==> src/rtl/ysyx_23060203_mem_arb_if.sv <==
`default_nettype none
// +------------------------------------------------------------------------+
// | ysyx_23060203_mem_arb_if : IFU / LSU / memory handshake bundle         |
// | Rev 1.0 - initial release                                              |
// +------------------------------------------------------------------------+
interface ysyx_23060203_mem_arb_if;
  logic        ifu_req_valid;
  logic [31:0] ifu_req_addr;
  logic        ifu_req_ready;
  logic        ifu_resp_valid;
  logic [31:0] ifu_resp_data;
  logic        ifu_resp_err;

  logic        lsu_req_valid;
  logic        lsu_req_wen;
  logic [2:0]  lsu_req_func;
  logic [31:0] lsu_req_addr;
  logic [31:0] lsu_req_wdata;
  logic        lsu_req_ready;
  logic        lsu_resp_valid;
  logic [31:0] lsu_resp_data;
  logic        lsu_resp_err;

  logic        mem_req_valid;
  logic        mem_req_ready;
  logic        mem_req_wen;
  logic [2:0]  mem_req_func;
  logic [31:0] mem_req_addr;
  logic [31:0] mem_req_wdata;
  logic        mem_resp_valid;
  logic [31:0] mem_resp_data;
  logic        mem_resp_err;

  // master: the arbiter, which masters the shared memory port
  modport master (
    input  ifu_req_valid, ifu_req_addr,
    output ifu_req_ready, ifu_resp_valid, ifu_resp_data, ifu_resp_err,
    input  lsu_req_valid, lsu_req_wen, lsu_req_func, lsu_req_addr, lsu_req_wdata,
    output lsu_req_ready, lsu_resp_valid, lsu_resp_data, lsu_resp_err,
    output mem_req_valid, mem_req_wen, mem_req_func, mem_req_addr, mem_req_wdata,
    input  mem_req_ready, mem_resp_valid, mem_resp_data, mem_resp_err
  );

  // slave: requesters plus memory, seen from the outside of the arbiter
  modport slave (
    output ifu_req_valid, ifu_req_addr,
    input  ifu_req_ready, ifu_resp_valid, ifu_resp_data, ifu_resp_err,
    output lsu_req_valid, lsu_req_wen, lsu_req_func, lsu_req_addr, lsu_req_wdata,
    input  lsu_req_ready, lsu_resp_valid, lsu_resp_data, lsu_resp_err,
    input  mem_req_valid, mem_req_wen, mem_req_func, mem_req_addr, mem_req_wdata,
    output mem_req_ready, mem_resp_valid, mem_resp_data, mem_resp_err
  );
endinterface
`default_nettype wire

==> src/rtl/ysyx_23060203_mem_arb.sv <==
`default_nettype none
// +------------------------------------------------------------------------+
// | ysyx_23060203_mem_arb : IFU/LSU arbiter for one shared memory port,    |
// | one outstanding transaction, watchdog. Macro: ARB_ROUND_ROBIN_EN       |
// | Rev 1.0 - initial release                                              |
// +------------------------------------------------------------------------+
module ysyx_23060203_mem_arb #(
  parameter int TIMEOUT = 256,
  parameter int CNT_W   = 9
) (
  input  logic                      clk,
  input  logic                      rstn,
  ysyx_23060203_mem_arb_if.master   bus
);

  typedef enum logic [1:0] {
    S_IDLE = 2'd0,
    S_REQ  = 2'd1,
    S_WAIT = 2'd2,
    S_RESP = 2'd3
  } state_t;

  state_t      r_state;
  state_t      w_state_nxt;

  logic        w_grant_ifu;
  logic        w_grant_lsu;
  logic        w_handshake;
  logic        w_timeout;
  logic        w_active;

  logic        r_owner_lsu;
  logic        r_req_wen;
  logic [2:0]  r_req_func;
  logic [31:0] r_req_addr;
  logic [31:0] r_req_wdata;
  logic [31:0] r_resp_data;
  logic        r_resp_err;

  assign w_active    = (r_state == S_REQ) || (r_state == S_WAIT);
  assign w_handshake = (r_state == S_IDLE) && (w_grant_ifu || w_grant_lsu);

`ifdef ARB_ROUND_ROBIN_EN
  logic r_last_lsu;

  // On contention the requester that was not served last wins.
  always_comb begin
    w_grant_lsu = bus.lsu_req_valid && (!bus.ifu_req_valid || !r_last_lsu);
    w_grant_ifu = bus.ifu_req_valid && !w_grant_lsu;
  end

  always_ff @(posedge clk) begin
    if (!rstn) begin
      r_last_lsu <= 1'b1;
    end else if (w_handshake) begin
      r_last_lsu <= w_grant_lsu;
    end
  end
`else
  // LSU first: the instruction in flight must retire before the next fetch.
  always_comb begin
    w_grant_lsu = bus.lsu_req_valid;
    w_grant_ifu = bus.ifu_req_valid && !bus.lsu_req_valid;
  end
`endif

  generate
    if (TIMEOUT > 0) begin : g_wdog
      localparam logic [CNT_W-1:0] c_to_last = CNT_W'(TIMEOUT - 1);
      logic [CNT_W-1:0] r_cnt;

      always_ff @(posedge clk) begin
        if (!rstn) begin
          r_cnt <= '0;
        end else if (r_state == S_IDLE) begin
          r_cnt <= '0;
        end else if (w_active) begin
          r_cnt <= r_cnt + CNT_W'(1);
        end
      end

      // Fires on the last allowed REQ/WAIT cycle so RESP lands exactly TIMEOUT cycles after REQ entry.
      assign w_timeout = w_active && (r_cnt == c_to_last);
    end else begin : g_no_wdog
      assign w_timeout = 1'b0;
    end
  endgenerate

  always_ff @(posedge clk) begin
    if (!rstn) begin
      r_state <= S_IDLE;
    end else begin
      r_state <= w_state_nxt;
    end
  end

  always_ff @(posedge clk) begin
    if (!rstn) begin
      r_owner_lsu <= 1'b0;
      r_req_wen   <= 1'b0;
      r_req_func  <= 3'b000;
      r_req_addr  <= 32'h0;
      r_req_wdata <= 32'h0;
      r_resp_data <= 32'h0;
      r_resp_err  <= 1'b0;
    end else begin
      if (w_handshake) begin
        r_owner_lsu <= w_grant_lsu;
        if (w_grant_lsu) begin
          r_req_wen   <= bus.lsu_req_wen;
          r_req_func  <= bus.lsu_req_func;
          r_req_addr  <= bus.lsu_req_addr;
          r_req_wdata <= bus.lsu_req_wdata;
        end else begin
          r_req_wen   <= 1'b0;
          r_req_func  <= 3'b010;
          r_req_addr  <= bus.ifu_req_addr;
          r_req_wdata <= 32'h0;
        end
      end

      // A genuine response beats an expiry landing on the same cycle.
      if ((r_state == S_WAIT) && bus.mem_resp_valid) begin
        r_resp_data <= r_req_wen ? 32'h0 : bus.mem_resp_data;
        r_resp_err  <= bus.mem_resp_err;
      end else if (w_timeout) begin
        r_resp_data <= 32'h0;
        r_resp_err  <= 1'b1;
      end
    end
  end

  always_comb begin
    w_state_nxt        = r_state;
    bus.ifu_req_ready  = 1'b0;
    bus.ifu_resp_valid = 1'b0;
    bus.ifu_resp_data  = 32'h0;
    bus.ifu_resp_err   = 1'b0;
    bus.lsu_req_ready  = 1'b0;
    bus.lsu_resp_valid = 1'b0;
    bus.lsu_resp_data  = 32'h0;
    bus.lsu_resp_err   = 1'b0;
    bus.mem_req_valid  = 1'b0;
    bus.mem_req_wen    = r_req_wen;
    bus.mem_req_func   = r_req_func;
    bus.mem_req_addr   = r_req_addr;
    bus.mem_req_wdata  = r_req_wdata;

    case (r_state)
      S_IDLE: begin
        bus.ifu_req_ready = w_grant_ifu;
        bus.lsu_req_ready = w_grant_lsu;
        if (w_handshake) begin
          w_state_nxt = S_REQ;
        end
      end
      S_REQ: begin
        bus.mem_req_valid = !w_timeout;
        if (w_timeout) begin
          w_state_nxt = S_RESP;
        end else if (bus.mem_req_ready) begin
          w_state_nxt = S_WAIT;
        end
      end
      S_WAIT: begin
        if (bus.mem_resp_valid || w_timeout) begin
          w_state_nxt = S_RESP;
        end
      end
      S_RESP: begin
        if (r_owner_lsu) begin
          bus.lsu_resp_valid = 1'b1;
          bus.lsu_resp_data  = r_resp_data;
          bus.lsu_resp_err   = r_resp_err;
        end else begin
          bus.ifu_resp_valid = 1'b1;
          bus.ifu_resp_data  = r_resp_data;
          bus.ifu_resp_err   = r_resp_err;
        end
        w_state_nxt = S_IDLE;
      end
      default: begin
        w_state_nxt = S_IDLE;
      end
    endcase

    // Outputs read as zero for the whole time reset is asserted, not only after its edge.
    if (!rstn) begin
      bus.ifu_req_ready  = 1'b0;
      bus.ifu_resp_valid = 1'b0;
      bus.ifu_resp_data  = 32'h0;
      bus.ifu_resp_err   = 1'b0;
      bus.lsu_req_ready  = 1'b0;
      bus.lsu_resp_valid = 1'b0;
      bus.lsu_resp_data  = 32'h0;
      bus.lsu_resp_err   = 1'b0;
      bus.mem_req_valid  = 1'b0;
      bus.mem_req_wen    = 1'b0;
      bus.mem_req_func   = 3'b000;
      bus.mem_req_addr   = 32'h0;
      bus.mem_req_wdata  = 32'h0;
    end
  end

endmodule
`default_nettype wire

==> src/flat_wrapper.sv <==
// flat-port wrapper written by rule: the top's interface ports become plain ports
module ysyx_23060203_mem_arb_flat 
#(
  parameter int TIMEOUT = 256,
  parameter int CNT_W   = 9
)
  (clk, rstn, bus_ifu_req_valid, bus_ifu_req_addr, bus_ifu_req_ready, bus_ifu_resp_valid, bus_ifu_resp_data, bus_ifu_resp_err, bus_lsu_req_valid, bus_lsu_req_wen, bus_lsu_req_func, bus_lsu_req_addr, bus_lsu_req_wdata, bus_lsu_req_ready, bus_lsu_resp_valid, bus_lsu_resp_data, bus_lsu_resp_err, bus_mem_req_valid, bus_mem_req_wen, bus_mem_req_func, bus_mem_req_addr, bus_mem_req_wdata, bus_mem_req_ready, bus_mem_resp_valid, bus_mem_resp_data, bus_mem_resp_err);
  ysyx_23060203_mem_arb_if bus_i ();
  input  logic clk;
  input  logic rstn;
  input wire logic [$bits(bus_i.ifu_req_valid)-1:0] bus_ifu_req_valid;
  input wire logic [$bits(bus_i.ifu_req_addr)-1:0] bus_ifu_req_addr;
  output wire logic [$bits(bus_i.ifu_req_ready)-1:0] bus_ifu_req_ready;
  output wire logic [$bits(bus_i.ifu_resp_valid)-1:0] bus_ifu_resp_valid;
  output wire logic [$bits(bus_i.ifu_resp_data)-1:0] bus_ifu_resp_data;
  output wire logic [$bits(bus_i.ifu_resp_err)-1:0] bus_ifu_resp_err;
  input wire logic [$bits(bus_i.lsu_req_valid)-1:0] bus_lsu_req_valid;
  input wire logic [$bits(bus_i.lsu_req_wen)-1:0] bus_lsu_req_wen;
  input wire logic [$bits(bus_i.lsu_req_func)-1:0] bus_lsu_req_func;
  input wire logic [$bits(bus_i.lsu_req_addr)-1:0] bus_lsu_req_addr;
  input wire logic [$bits(bus_i.lsu_req_wdata)-1:0] bus_lsu_req_wdata;
  output wire logic [$bits(bus_i.lsu_req_ready)-1:0] bus_lsu_req_ready;
  output wire logic [$bits(bus_i.lsu_resp_valid)-1:0] bus_lsu_resp_valid;
  output wire logic [$bits(bus_i.lsu_resp_data)-1:0] bus_lsu_resp_data;
  output wire logic [$bits(bus_i.lsu_resp_err)-1:0] bus_lsu_resp_err;
  output wire logic [$bits(bus_i.mem_req_valid)-1:0] bus_mem_req_valid;
  output wire logic [$bits(bus_i.mem_req_wen)-1:0] bus_mem_req_wen;
  output wire logic [$bits(bus_i.mem_req_func)-1:0] bus_mem_req_func;
  output wire logic [$bits(bus_i.mem_req_addr)-1:0] bus_mem_req_addr;
  output wire logic [$bits(bus_i.mem_req_wdata)-1:0] bus_mem_req_wdata;
  input wire logic [$bits(bus_i.mem_req_ready)-1:0] bus_mem_req_ready;
  input wire logic [$bits(bus_i.mem_resp_valid)-1:0] bus_mem_resp_valid;
  input wire logic [$bits(bus_i.mem_resp_data)-1:0] bus_mem_resp_data;
  input wire logic [$bits(bus_i.mem_resp_err)-1:0] bus_mem_resp_err;
  assign bus_i.ifu_req_valid = bus_ifu_req_valid;
  assign bus_i.ifu_req_addr = bus_ifu_req_addr;
  assign bus_ifu_req_ready = bus_i.ifu_req_ready;
  assign bus_ifu_resp_valid = bus_i.ifu_resp_valid;
  assign bus_ifu_resp_data = bus_i.ifu_resp_data;
  assign bus_ifu_resp_err = bus_i.ifu_resp_err;
  assign bus_i.lsu_req_valid = bus_lsu_req_valid;
  assign bus_i.lsu_req_wen = bus_lsu_req_wen;
  assign bus_i.lsu_req_func = bus_lsu_req_func;
  assign bus_i.lsu_req_addr = bus_lsu_req_addr;
  assign bus_i.lsu_req_wdata = bus_lsu_req_wdata;
  assign bus_lsu_req_ready = bus_i.lsu_req_ready;
  assign bus_lsu_resp_valid = bus_i.lsu_resp_valid;
  assign bus_lsu_resp_data = bus_i.lsu_resp_data;
  assign bus_lsu_resp_err = bus_i.lsu_resp_err;
  assign bus_mem_req_valid = bus_i.mem_req_valid;
  assign bus_mem_req_wen = bus_i.mem_req_wen;
  assign bus_mem_req_func = bus_i.mem_req_func;
  assign bus_mem_req_addr = bus_i.mem_req_addr;
  assign bus_mem_req_wdata = bus_i.mem_req_wdata;
  assign bus_i.mem_req_ready = bus_mem_req_ready;
  assign bus_i.mem_resp_valid = bus_mem_resp_valid;
  assign bus_i.mem_resp_data = bus_mem_resp_data;
  assign bus_i.mem_resp_err = bus_mem_resp_err;
  ysyx_23060203_mem_arb #(.TIMEOUT(TIMEOUT), .CNT_W(CNT_W)) u_core (.clk(clk), .rstn(rstn), .bus(bus_i));
endmodule
==> config.mk <==
export PLATFORM = sky130hd
export DESIGN_NAME = ysyx_23060203_mem_arb_flat
export DESIGN_NICKNAME = d
export VERILOG_FILES = /design/src/rtl/ysyx_23060203_mem_arb_if.sv /design/src/rtl/ysyx_23060203_mem_arb.sv /design/src/flat_wrapper.sv
export SDC_FILE = /design/constraint.sdc
export NUM_CORES = 1
export LEC_CHECK = 0
export CORE_MARGIN = 2
export CORE_UTILIZATION = 40
export CTS_BUF_LIST = sky130_fd_sc_hd__clkbuf_8
export DETAILED_ROUTE_END_ITERATION = 10
export DONT_BUFFER_PORTS = 1
export SYNTH_ARGS = -nofsm -noshare
export SYNTH_HDL_FRONTEND = slang
export SYNTH_SLANG_ARGS = --single-unit
==> constraint.sdc <==
create_clock -name clk -period 2.3 [get_ports clk]
set_input_delay 0.46 -clock clk [delete_from_list [all_inputs] [get_ports clk]]
set_output_delay 0.46 -clock clk [all_outputs]
set_load 0.005 [all_outputs]
Word-level counts from Yosys, hierarchy flattened
Cells that the tools add are included.

operators by class
  add/subtract/negate cells = 1
  multiplexer cells = 42
  bitwise logic cells = 1
  equality and inequality tests = 7
  reductions and logical operators = 13

operator list
  kind                                                  number
  two-way mux 32 bit                                    13
  two-way mux 1 bit                                     22
  adder 9 x 1 -> 9 bit (second input constant)          1
  equality test 9 x 8 -> 1 bit (second input constant)  1
  two-way mux 2 bit                                     4
  case mux 2 bit (4 select lines)                       1
  two-way mux 3 bit                                     2
  equality test 2 bit (second input constant)           2
  logical AND 1 bit                                     4
  logical OR 1 bit                                      3
  != test 3 x 2 -> 1 bit (second input constant)        1
  AND reduction 3 bit                                   1
  equality test 2 x 1 -> 1 bit (second input constant)  1
  logical NOT 1 bit                                     2
  logical NOT 2 bit                                     1
  != test 2 x 1 -> 1 bit (second input constant)        1
  != test 2 bit (second input constant)                 1
  nonzero test 2 bit                                    1
  OR reduction 2 bit                                    1
  inverter 1 bit                                        1

word-level totals
  word-level logic and storage cells = 73
  flip-flop bits (word level) = 113
  output and inout bits = 139

Logic depth before layout (Yosys ltp)
  word-level depth = 6
  depth in mapped cells = 10
  depth with buffers taken out = 8

Worst setup path after synthesis
OpenSTA, ideal clock, no wires.

  path kind = reg-to-output
  start = register u_core.r_state[0]
  end = output port bus_lsu_req_ready
  arrival time = 1.207 ns
  path slack = 0.633 ns
  cell stages (with the launch flop) = 7
  cells stage by stage = dfxtp_1 -> inv_1 -> ha_1 -> clkbuf_2 -> and3_1 -> buf_6 -> buf_6

between the ends
  longest elaborated chain between the ends = 3

ends and longest elaborated chain
  element                   RTL line                      text
  start: declaration        ysyx_23060203_mem_arb.sv:23   state_t r_state;
  start signal: assignment  ysyx_23060203_mem_arb.sv:93   r_state <= w_state_nxt;
  logical NOT 2 bit         ysyx_23060203_mem_arb.sv:149  case (r_state)
  two-way mux 1 bit         ysyx_23060203_mem_arb.sv:149
  two-way mux 1 bit         ysyx_23060203_mem_arb.sv:188  if (!rstn) begin
  end: declaration          flat_wrapper.sv:22            output wire logic [$bits(bus_i.lsu_req_ready)-1:0] bus_lsu_req_ready;

Every way passes these cells.

Final worst setup path
  start = register u_core.g_wdog.r_cnt[2]
  end = output port bus_mem_req_valid

between the ends
  longest elaborated chain between the ends = 5

ends and longest elaborated chain
  element                       RTL line                      text
  start: declaration            ysyx_23060203_mem_arb.sv:70   logic [CNT_W-1:0] r_cnt;
  start signal: assignment      ysyx_23060203_mem_arb.sv:78   r_cnt <= r_cnt + CNT_W'(1);
  equality test 9 x 8 -> 1 bit  ysyx_23060203_mem_arb.sv:83   assign w_timeout = w_active && (r_cnt == c_to_last);
  logical AND 1 bit             ysyx_23060203_mem_arb.sv:83
  logical NOT 1 bit             ysyx_23060203_mem_arb.sv:158  bus.mem_req_valid = !w_timeout;
  two-way mux 1 bit             ysyx_23060203_mem_arb.sv:149
  two-way mux 1 bit             ysyx_23060203_mem_arb.sv:188
  end: declaration              flat_wrapper.sv:26            output wire logic [$bits(bus_i.mem_req_valid)-1:0] bus_mem_req_valid;

Every way passes these cells.

==> metrics.md <==
| Metric | Value |
|---|---|
| Outcome | finished clean |
| CTS tree | done |
| CTS Buf Count | 17 |
| Final Skew | around 0.012 ns |
| Final hold vios | 0 |
| Internal | about 4.2 mW |
| Worst slew pin tran | slightly above 0.4 ns |
| Share of layout cells above drive strength 1 | 0.0976 |
| Comb pwr share | 0.262 |
| Switching Share | 0.316 |
| Core Rows | 42 |
| Leak | between 2 and 3 nW |
| Register share of total power | 0.417 |
| Final setup viols | 0 |
| Die Width | about 120 um |
| Pwr Density | between 1000 and 1500 nW/um^2 |
| CP arrival | approximately 1.7 ns |
| Reg-to-Reg Start | u_core.g_wdog.r_cnt[2]$_SDFFE_PP0P_ |
| Clock sinks | approximately 110 |
| Clock H-tree levels | 4 |
| Synth warn | 0 |
| Routed wire length | 12500 um |
| Post-synthesis compound-gate area fraction | 0.176 |
| Commonest non-fill, non-tap cell in the layout | and2_1 |
| Netlist cell types | 35 |
| Worst Min Path Start | bus_lsu_req_wdata[14] |
| Largest family of logic cells by synthesized area | simple AND/OR/NAND/NOR gates |
| Max-cap violations | 0 |
| Post-Synth XOR/XNOR Area | 0.0113 |
| Clock Pin Slew Worst Setup and Hold Paths | ~0.070 ns |
| Drc violations | 0 |
| Slew Limit Fails | 0 |
| Synth area leaders | dfxtp_1 (42%), and2_1 (15%), mux2i_1 (6.5%), o211a_1 (5.9%), a22o_1 (5.7%) |
| Fin Hold WS | 0.151 ns |
| Post-synthesis mux area share | 0.0646 |
| 1st-iter DRT viols | between 200 and 250 |
| Clk pwr share | 0.321 |
| Worst path cell trace | and3_4 -> nand3_1 -> nor2_1 -> ha_1 -> nand2_4 -> and3_1 |
| Required time worst endpoint | between 1.5 and 2 ns |
| Switching pwr | 1.94 mW |
| Syn-to-layout area delta | 7.50% |
| Final worst-path cycle share | 0.940 |
| CP Max Fanout | 4 |
| NumNets Final | around 700 |
| Total negative setup slack | 0 ns |
| Simple-gate share of the synthesized area | 0.250 |
| Syn Inst Count | approximately 570 |
| Detail Route Antenna Nets | 0 |
| CTS Hold Buffers Added | 0 |
| Post-Syn Area | roughly 5400 um^2 |
| Syn Area/Cell | around 9.6 um^2 |
| First-pass GRT wire length | between 15000 and 20000 um |
| Number of I/O pins | 278 |
| Final GP Congestion | 0.720 |
| Number of synthesized flops with an enable pin | 0 |
| Die area | roughly 15000 um^2 |
| Drt pass-1 iters | 5 |
| Commonest non-fill, non-tap cells in the layout | and2_1 (134), dfxtp_1 (111), nand2_1 (45) |
| Most Used Layer, Global Route | met2 |
| Root Buffer Master | clkbuf_8 |
| Most used DFF post-synth | dfxtp_1 |
| Die Ht | ~120 um |
| Number of global-route vias before repair | ~3.8k |
| FFs w/ async S/R, synth | 0 |
| Max clock buf depth | 2 |
| Antenna cells | 0 |
| Yosys reg bits | roughly 110 |
| Met1 GRT Util | 0.189 |
| Mapped Nets | slightly above 700 |
| Initial Util | 0.410 |
| Worst-case vdd ir drop | around 0.7 mV |
| Grt ovf | 0 |
| Final instance area | 5830 um^2 |
| Global Route met3 Usage | 0.0594 |
| Core Footprint | roughly 13000 um^2 |
| Largest net degree at the start of global routing | approximately 150 |
| Register area share after synthesis | 0.417 |
| Placed inst area | between 5000 and 6000 um^2 |
| CP Launch Point | u_core.g_wdog.r_cnt[2]$_SDFFE_PP0P_ |
| Minimum clock period | approximately 2.2 ns |
| Met2 global-route usage | 0.285 |
| CP max stage delay | 0.39 ns |
| CP max-delay cell | dfxtp_1 |
| Fmax | between 0.4 and 0.5 GHz |
| Via density | around 5.4 |
| Family with the most delay on the worst path | simple AND/OR/NAND/NOR gates |
| Drt wl/cell | 17.1 um |
| Synth top area share | 0.417 |
| Core Util, Final | 0.440 |
| Min-delay worst type | input pin to flip-flop |
| Critical path buffers and inverters | 0 |
| Post-synth top area cell | dfxtp_1 |
| HPWL Detailed | roughly 8500 um |
| Critical path class | flip-flop to output pin |
| Via count | a little under 4k |
| Post-CTS Setup Bufs | 0 |
| Fill cells | about 1.3k |
| Slew headroom | 0.725 |
| Total power draw | 6.16 mW |
| Crit start category | flip-flop |
| Crit. End Element | output pin |
| Post-synthesis adder-cell area fraction | 0.0138 |
| Initial antenna violation count | 0 |
| Worst skew pair latency | 0.44 ns |
| Total Routing Usage GR | 0.168 |
| # port buffers | 0 |
[registers in the layout, summed over array words and instances, names as in the netlist]
name	count
u_core.g_wdog.r_cnt	9
u_core.r_owner_lsu	1
u_core.r_req_addr	32
u_core.r_req_func	3
u_core.r_req_wdata	32
u_core.r_req_wen	1
u_core.r_resp_data	32
u_core.r_resp_err	1
u_core.r_state	2
[synthesized netlist by cell type (all sizes together), types with 2 or more instances]
| cell | number |
|---|---|
| nand4 | 3 |
| o21ai | 3 |
| inv | 6 |
| ha | 6 |
| and2 | 134 |
| clkbuf | 20 |
| a22o | 35 |
| nor2 | 13 |
| o22ai | 2 |
| nand2 | 46 |
| xor2 | 6 |
| o211a | 32 |
| and3 | 5 |
| a22oi | 33 |
| buf | 31 |
| nor2b | 33 |
| dfxtp | 113 |
| mux2i | 35 |
[power by group through the flow]
stage	registers [mW]	clock network, mW	logic (mW)
global placement	2.59	0	1.51
finish	2.57	1.98	1.62
global route	2.62	2.13	1.80
CTS	2.57	2.04	1.58
detailed placement	2.60	0	1.57
floorplan	2.54	0	1.51
[metal layers]
metal,up-vias,part of all wire
li1,1877,-
met1,1852,0.42
met2,194,0.49
met3,21,0.078
met4,0,0.020
met5,-,0
[layout make-up]
cell class / instances / area, um^2 / share of cell area
multi-input combinational: 395 / 2830 / 0.485
sequential: 113 / 2260 / 0.388
clock inverter: 13 / 160 / 0.0275
inverter: 6 / 22.5 / 0.00386
tap: 176 / 220 / 0.0378
timing repair buffer: 7 / 76.3 / 0.0131
clock buffer: 19 / 262 / 0.0448
[cells by family (layout without fill, tap and decap cells)]
kind of cell | after synthesis | count (layout)
adder cells (fa/ha/maj) | 6 | 6
AND/OR/NAND/NOR | 238 | 238
flip-flops | 113 | 113
buffers and inverters | 57 | 45
multiplexers | 35 | 35
AO/OA/AOI/OAI | 109 | 109
XOR/XNOR | 7 | 7
[final timing paths]
check | end | slack, ns | cells after the start
hold reg to reg | u_core.r_resp_err$_SDFFE_PN0P_ | 0.48 | 2
setup reg to reg | u_core.r_resp_data[10]$_SDFFE_PN0P_ | 0.48 | 9
setup / recovery | bus_mem_req_valid | 0.14 | 6
hold / removal | u_core.r_req_wdata[14]$_SDFFE_PN0P_ | 0.15 | 1
[through the flow]
| step | setup slack, ns | std cells |
|---|---|---|
| final | 0.138 | 729 |
| after global placement | 0.493 | 697 |
| after CTS | 0.000827 | 729 |
| after detailed placement | 0.394 | 697 |
| after global routing | -0.0122 | 729 |
| after floorplan | 0.633 | 565 |
[what timing repair did]
action                                  CTS  global route
gates resized for setup                   0             9
hold endpoints to repair                  0             0
endpoints found under the setup margin    0            68
Note: power is estimated with default switching activity, not from simulation.
==> variant 1 (same settings) <==
Compare `r_cnt` against `c_to_last` with >= in place of ==.
--- a/src/rtl/ysyx_23060203_mem_arb.sv
+++ b/src/rtl/ysyx_23060203_mem_arb.sv
@@ -80,7 +80,7 @@
       end
 
       // Fires on the last allowed REQ/WAIT cycle so RESP lands exactly TIMEOUT cycles after REQ entry.
-      assign w_timeout = w_active && (r_cnt == c_to_last);
+      assign w_timeout = w_active && (r_cnt >= c_to_last);
     end else begin : g_no_wdog
       assign w_timeout = 1'b0;
     end
Formal check against the unedited RTL: no difference found for any inputs over 4 cycles, from zero or initial values and one cycle with rstn low; that may be too few to reach the edited logic, so the function may still have changed.
==> variant 1 against the original RTL <==
  * Clock skew is 0.0059 ns lower
  * Routed wire length shrank 3.6%
  * Total power decreased by 4.9%
  * Worst setup slack got worse by 0.036 ns
  * Sequential cell count unchanged
  * Synthesized cell count decreased by 6.2%
  * Area after synthesis down 5.5%
  * Design area is 2.7% lower
  * Critical path type unchanged
==> variant 1: results <==
export IMPL_synthAdderAreaFrac_pct=1.46
export IMPL_reg_top3="u_core.r_req_addr (32), u_core.r_req_wdata (32), u_core.r_resp_data (32)"
export IMPL_numCtsBuffers=17
export IMPL_worstPathMaxFanout=5
export IMPL_antenna_cells=0
export IMPL_dp_hpwl_um=8270
export IMPL_internal_power_uw=4050
export IMPL_leakagePower_uw=0.00259
export IMPL_seq_area_frac_synth_pct=44.1
export IMPL_root_buffer="clkbuf_8"
export IMPL_hold_end="u_core.r_req_wdata[19]"
export IMPL_drc=0
export IMPL_timing_rr_start="u_core.r_state[1]"
export IMPL_grt_antenna_before_repair=0
export IMPL_vias=3792
export IMPL_dpl_cell_area_um2=5240
export IMPL_crit_family="flip-flops"
export IMPL_grt_pass1_vias=3338
export IMPL_grt_max_degree=115
export IMPL_ir_drop_v=0.000488
export IMPL_synth_area_mux_share_pct=6.64
export IMPL_gp_congestion=0.753
export IMPL_slowest_stage="dfxtp_4"
export IMPL_firstDrtPassIters=4
export IMPL_path_clk_slew_ns=0.06
export IMPL_wl_per_cell_um=17.2
export IMPL_nets=659
export IMPL_track_usage_pct=15.8
export IMPL_cp_slowest_stage_delay_ns=0.36
export IMPL_fin_hold_ws_ns=0.163
export IMPL_regToRegSetupSlack_ns=0.21
export IMPL_first_iter_violations=135
export IMPL_ctsLongestPathBuffers=2
export IMPL_grt_pass1_wl_um=16400
export IMPL_rr_endpoint="u_core.r_resp_data[7]"
export IMPL_slew_headroom_pct=64.4
export IMPL_cts_max_level=4
export IMPL_synth_compound_area_share_pct=19.9
export IMPL_hp_start="bus_lsu_req_wdata[19]"
export IMPL_synth_warnings=0
export IMPL_whs_path_depth=1
export IMPL_synth_area_top_cells="dfxtp_1, and2_1, a22o_1"
export IMPL_hold_path_class="input pin to register"
export IMPL_outcome="completed"
export IMPL_cp_arrival_ns=1.74
export IMPL_dp_slack_ns=0.201
export IMPL_numPortBuffers=0
export IMPL_drive_gt1_share_pct=10.3
export IMPL_insertion_delay_ns=0.43
export IMPL_synth_cell_types=34
export IMPL_syn_nets=675
export IMPL_synth_xor_area_share_pct=0.854
export IMPL_async_flop_share_pct=0
export IMPL_synthTopCellsByCount="and2_1, dfxtp_1, a22o_1, nand2_1, mux2i_1"
export IMPL_fin_worst_skew_ns=0.00595
export IMPL_reg2regPathDepth=9
[variant 1: cell types whose count changed after synthesis, sizes merged, moves of 3 or more]
| cell | unedited run | this run |
|---|---|---|
| a21oi | 1 | 4 |
| a22o | 35 | 67 |
| a22oi | 33 | 1 |
| buf | 31 | 18 |
| clkbuf | 20 | 29 |
| nand2 | 46 | 41 |
| nand3 | 1 | 4 |
| nor2 | 13 | 9 |
| nor2b | 33 | 1 |
| xor2 | 6 | 3 |
[variant 1: per-stage QoR]
step	cells	utilization, %	total power, uW
finish	698	45.1	5860
CTS	696	44.9	5920
global placement	663	41.7	4060
detailed placement	663	41.7	4120
global route	698	45.1	6220
floorplan	530	-	3790
[variant 1: worst max-delay path by stage]
stage,start,end,slack [ns],cells after the start
after floorplan,u_core.g_wdog.r_cnt[0],u_core.r_resp_data[10],0.45,10
after global placement,u_core.r_state[0],bus_mem_req_valid,0.27,5
after detailed placement,u_core.r_state[0],u_core.r_resp_data[29],0.20,7
after CTS,u_core.r_state[1],bus_mem_req_valid,0.02,5
after global routing,u_core.g_wdog.r_cnt[0],bus_mem_req_valid,0.008,7
final,u_core.r_state[1],bus_mem_req_valid,0.10,5
[variant 1: logic make-up (layout without fill, tap and decap cells)]
logic type	Yosys count	after routing
buffers and inverters	53	49
XOR/XNOR	5	5
multiplexers	34	34
AND/OR/NAND/NOR	203	203
adder cells (fa/ha/maj)	6	6
AO/OA/AOI/OAI	116	116
flip-flops	113	113
[variant 1: timing repair]
item | CTS | global route
setup endpoints to repair | 2 | 1
gates resized for setup | 11 | 4
buffers inserted | 2 | 2
pin swaps | 2 | 3
[variant 1: layer usage]
| layer | global-route usage [%] | vias up | share of wire [%] | routed length, um |
|---|---|---|---|---|
| li1 | - | 1810 | - | - |
| met5 | 0 | - | 0 | 0 |
| met1 | 16.9 | 1802 | 41 | 4950 |
| met2 | 27.6 | 172 | 49 | 5940 |
| met4 | 6.20 | 0 | 0.90 | 108 |
| met3 | 6.39 | 8 | 8.4 | 1010 |
[variant 1: power by group through the flow]
stage / Clock, uW / Sequential [uW] / Combinational, uW
6_report: 1680 / 2550 / 1630
2_1_floorplan: 0 / 2510 / 1280
4_1_cts: 1750 / 2540 / 1620
3_5_place_dp: 0 / 2570 / 1550
3_3_place_gp: 0 / 2560 / 1510
5_1_grt: 1830 / 2600 / 1800
[variant 1: layout make-up]
cell class / count / area (um^2)
Fill cell: 1205 / 6890
Tap cell: 172 / 215
Clock inverter: 10 / 71.3
Sequential cell: 113 / 2270
Multi-Input combinational cell: 364 / 2680
Timing Repair Buffer: 12 / 128
Inverter: 6 / 22.5
Clock buffer: 21 / 289
==> variant 2 (config.mk and constraints unchanged) <==
Made on the original files. `CNT_W` is set to 9 in 2 places; all go to 18.
--- a/src/rtl/ysyx_23060203_mem_arb.sv
+++ b/src/rtl/ysyx_23060203_mem_arb.sv
@@ -6,7 +6,7 @@
 // +------------------------------------------------------------------------+
 module ysyx_23060203_mem_arb #(
   parameter int TIMEOUT = 256,
-  parameter int CNT_W   = 9
+  parameter int CNT_W   = 18
 ) (
   input  logic                      clk,
   input  logic                      rstn,
--- a/src/flat_wrapper.sv
+++ b/src/flat_wrapper.sv
@@ -2,7 +2,7 @@
 module ysyx_23060203_mem_arb_flat 
 #(
   parameter int TIMEOUT = 256,
-  parameter int CNT_W   = 9
+  parameter int CNT_W   = 18
 )
   (clk, rstn, bus_ifu_req_valid, bus_ifu_req_addr, bus_ifu_req_ready, bus_ifu_resp_valid, bus_ifu_resp_data, bus_ifu_resp_err, bus_lsu_req_valid, bus_lsu_req_wen, bus_lsu_req_func, bus_lsu_req_addr, bus_lsu_req_wdata, bus_lsu_req_ready, bus_lsu_resp_valid, bus_lsu_resp_data, bus_lsu_resp_err, bus_mem_req_valid, bus_mem_req_wen, bus_mem_req_func, bus_mem_req_addr, bus_mem_req_wdata, bus_mem_req_ready, bus_mem_resp_valid, bus_mem_resp_data, bus_mem_resp_err);
   ysyx_23060203_mem_arb_if bus_i ();
Check against the original RTL: no difference found for any inputs over 4 cycles, from zero or initial values and one cycle with rstn low; that may be too few to reach the edited logic, so the function may still have changed.
==> variant 2 against the original RTL <==
  * Total power grew 1.5%
  * Combinational power rose by 9%
  * Critical endpoint unchanged
  * Register-to-register slack lost 0.14 ns
  * Non-clock buffer count rose by 3
  * Utilization up 0.77 points
  * Routed wire length rose by 7.0%
  * Worst setup slack better by 0.024 ns
  * Design area is 6.7% higher
  * Sequential cell count rose by 9
  * Area after synthesis increased by 4.8%
==> variant 2: results <==
export IMPL_first_iter_violations=142
export IMPL_nets=733
export IMPL_seq_area_frac_synth_pct=43.0
export IMPL_hp_start="bus_lsu_req_wdata[19]"
export IMPL_grt_pass1_vias=3962
export IMPL_vias=4184
export IMPL_reg2regPathDepth=7
export IMPL_use_met2_pct=28.2
export IMPL_dp_hpwl_um=9380
export IMPL_outcome="completed"
export IMPL_syn_nets=753
export IMPL_internal_power_uw=4230
export IMPL_synth_area_top_cells="dfxtp_1, and2_1, a22oi_2"
export IMPL_track_usage_pct=17.3
export IMPL_regToRegSetupSlack_ns=0.34
export IMPL_synth_cell_types=36
export IMPL_dpl_cell_area_um2=5800
export IMPL_grtUsageMet3_pct=6.87
export IMPL_path_clk_slew_ns=0.07
export IMPL_ir_drop_v=0.000498
export IMPL_hold_end="u_core.r_req_wdata[19]"
export IMPL_grt_max_degree=77
export IMPL_fin_hold_ws_ns=0.155
export IMPL_leakagePower_uw=0.00240
export IMPL_wl_per_cell_um=17.0
export IMPL_timing_rr_start="u_core.r_state[0]"
export IMPL_synthAdderAreaFrac_pct=1.10
export IMPL_gp_congestion=0.780
export IMPL_drive_gt1_share_pct=13.6
export IMPL_synth_area_mux_share_pct=5.99
export IMPL_worstPathMaxFanout=7
export IMPL_synth_xor_area_share_pct=2.46
export IMPL_cp_arrival_ns=1.68
export IMPL_met1_usage_pct=19.7
export IMPL_synth_compound_area_share_pct=18.2
[variant 2: stage by stage]
stage / setup WS, ns / std cells / total power, uW
after CTS: 0.0498 / 782 / 6300
after floorplan: 0.472 / 609 / 4160
after global routing: 0.0166 / 782 / 6670
final: 0.163 / 782 / 6250
after detailed placement: 0.264 / 749 / 4520
after global placement: 0.346 / 749 / 4450
[variant 2: repair_timing]
item | 4_1_cts | 5_1_grt
gates resized for setup | 2 | 6
setup endpoints to repair | 1 | 16
buffers inserted | 1 | 0
[variant 2: worst max path at each step]
stage,slack [ns],to,cells after the start,start
2_1_floorplan,0.47,u_core.g_wdog.r_cnt[15],9,u_core.r_state[0]
3_3_place_gp,0.35,u_core.g_wdog.r_cnt[17],7,u_core.r_state[1]
3_5_place_dp,0.26,u_core.g_wdog.r_cnt[15],7,u_core.r_state[1]
4_1_cts,0.05,bus_mem_req_valid,5,u_core.r_state[1]
5_1_grt,0.02,bus_mem_req_valid,4,u_core.g_wdog.r_cnt[6]
6_report,0.16,bus_mem_req_valid,5,u_core.r_state[0]
[variant 2: final cells by class]
class / count / area, um^2 / area share [%]
inverters: 3 / 11.3 / 0.181
multi-input cells: 435 / 3070 / 49.3
flip-flops and latches: 122 / 2440 / 39.3
clock inverters: 11 / 80.1 / 1.29
clock buffers: 21 / 289 / 4.65
repair buffers: 10 / 104 / 1.67
well taps: 180 / 225 / 3.62
[variant 2: per-layer routing]
metal / wire, um / vias up
met2: 6370 / 182
met3: 1070 / 18
met4: 298 / 0
met1: 5600 / 1926
met5: 0 / -
li1: - / 2058
[variant 2: worst reg2reg max path: stages, from the launching register on]
cell and delay (ns):
dfxtp_1 0.38, inv_1 0.12, ha_4 0.32, and3_1 0.27, and4_1 0.37, nand4_1 0.15
xor2_1 0.17, nor2_1 0.06
[variant 2: power by group through the flow]
stage	sequential (uW)	combinational [uW]	clock, uW
detailed placement	2790	1730	0
global placement	2770	1680	0
CTS	2740	1750	1820
global route	2790	1960	1920
finish	2740	1760	1760
floorplan	2720	1440	0
[variant 2: kinds of logic after synthesis]
kind of cell             count (synthesis)
AO/OA/AOI/OAI                          112
XOR/XNOR                                16
adder cells (fa/ha/maj)                  5
buffers and inverters                   52
flip-flops                             122
multiplexers                            34
AND/OR/NAND/NOR                        268
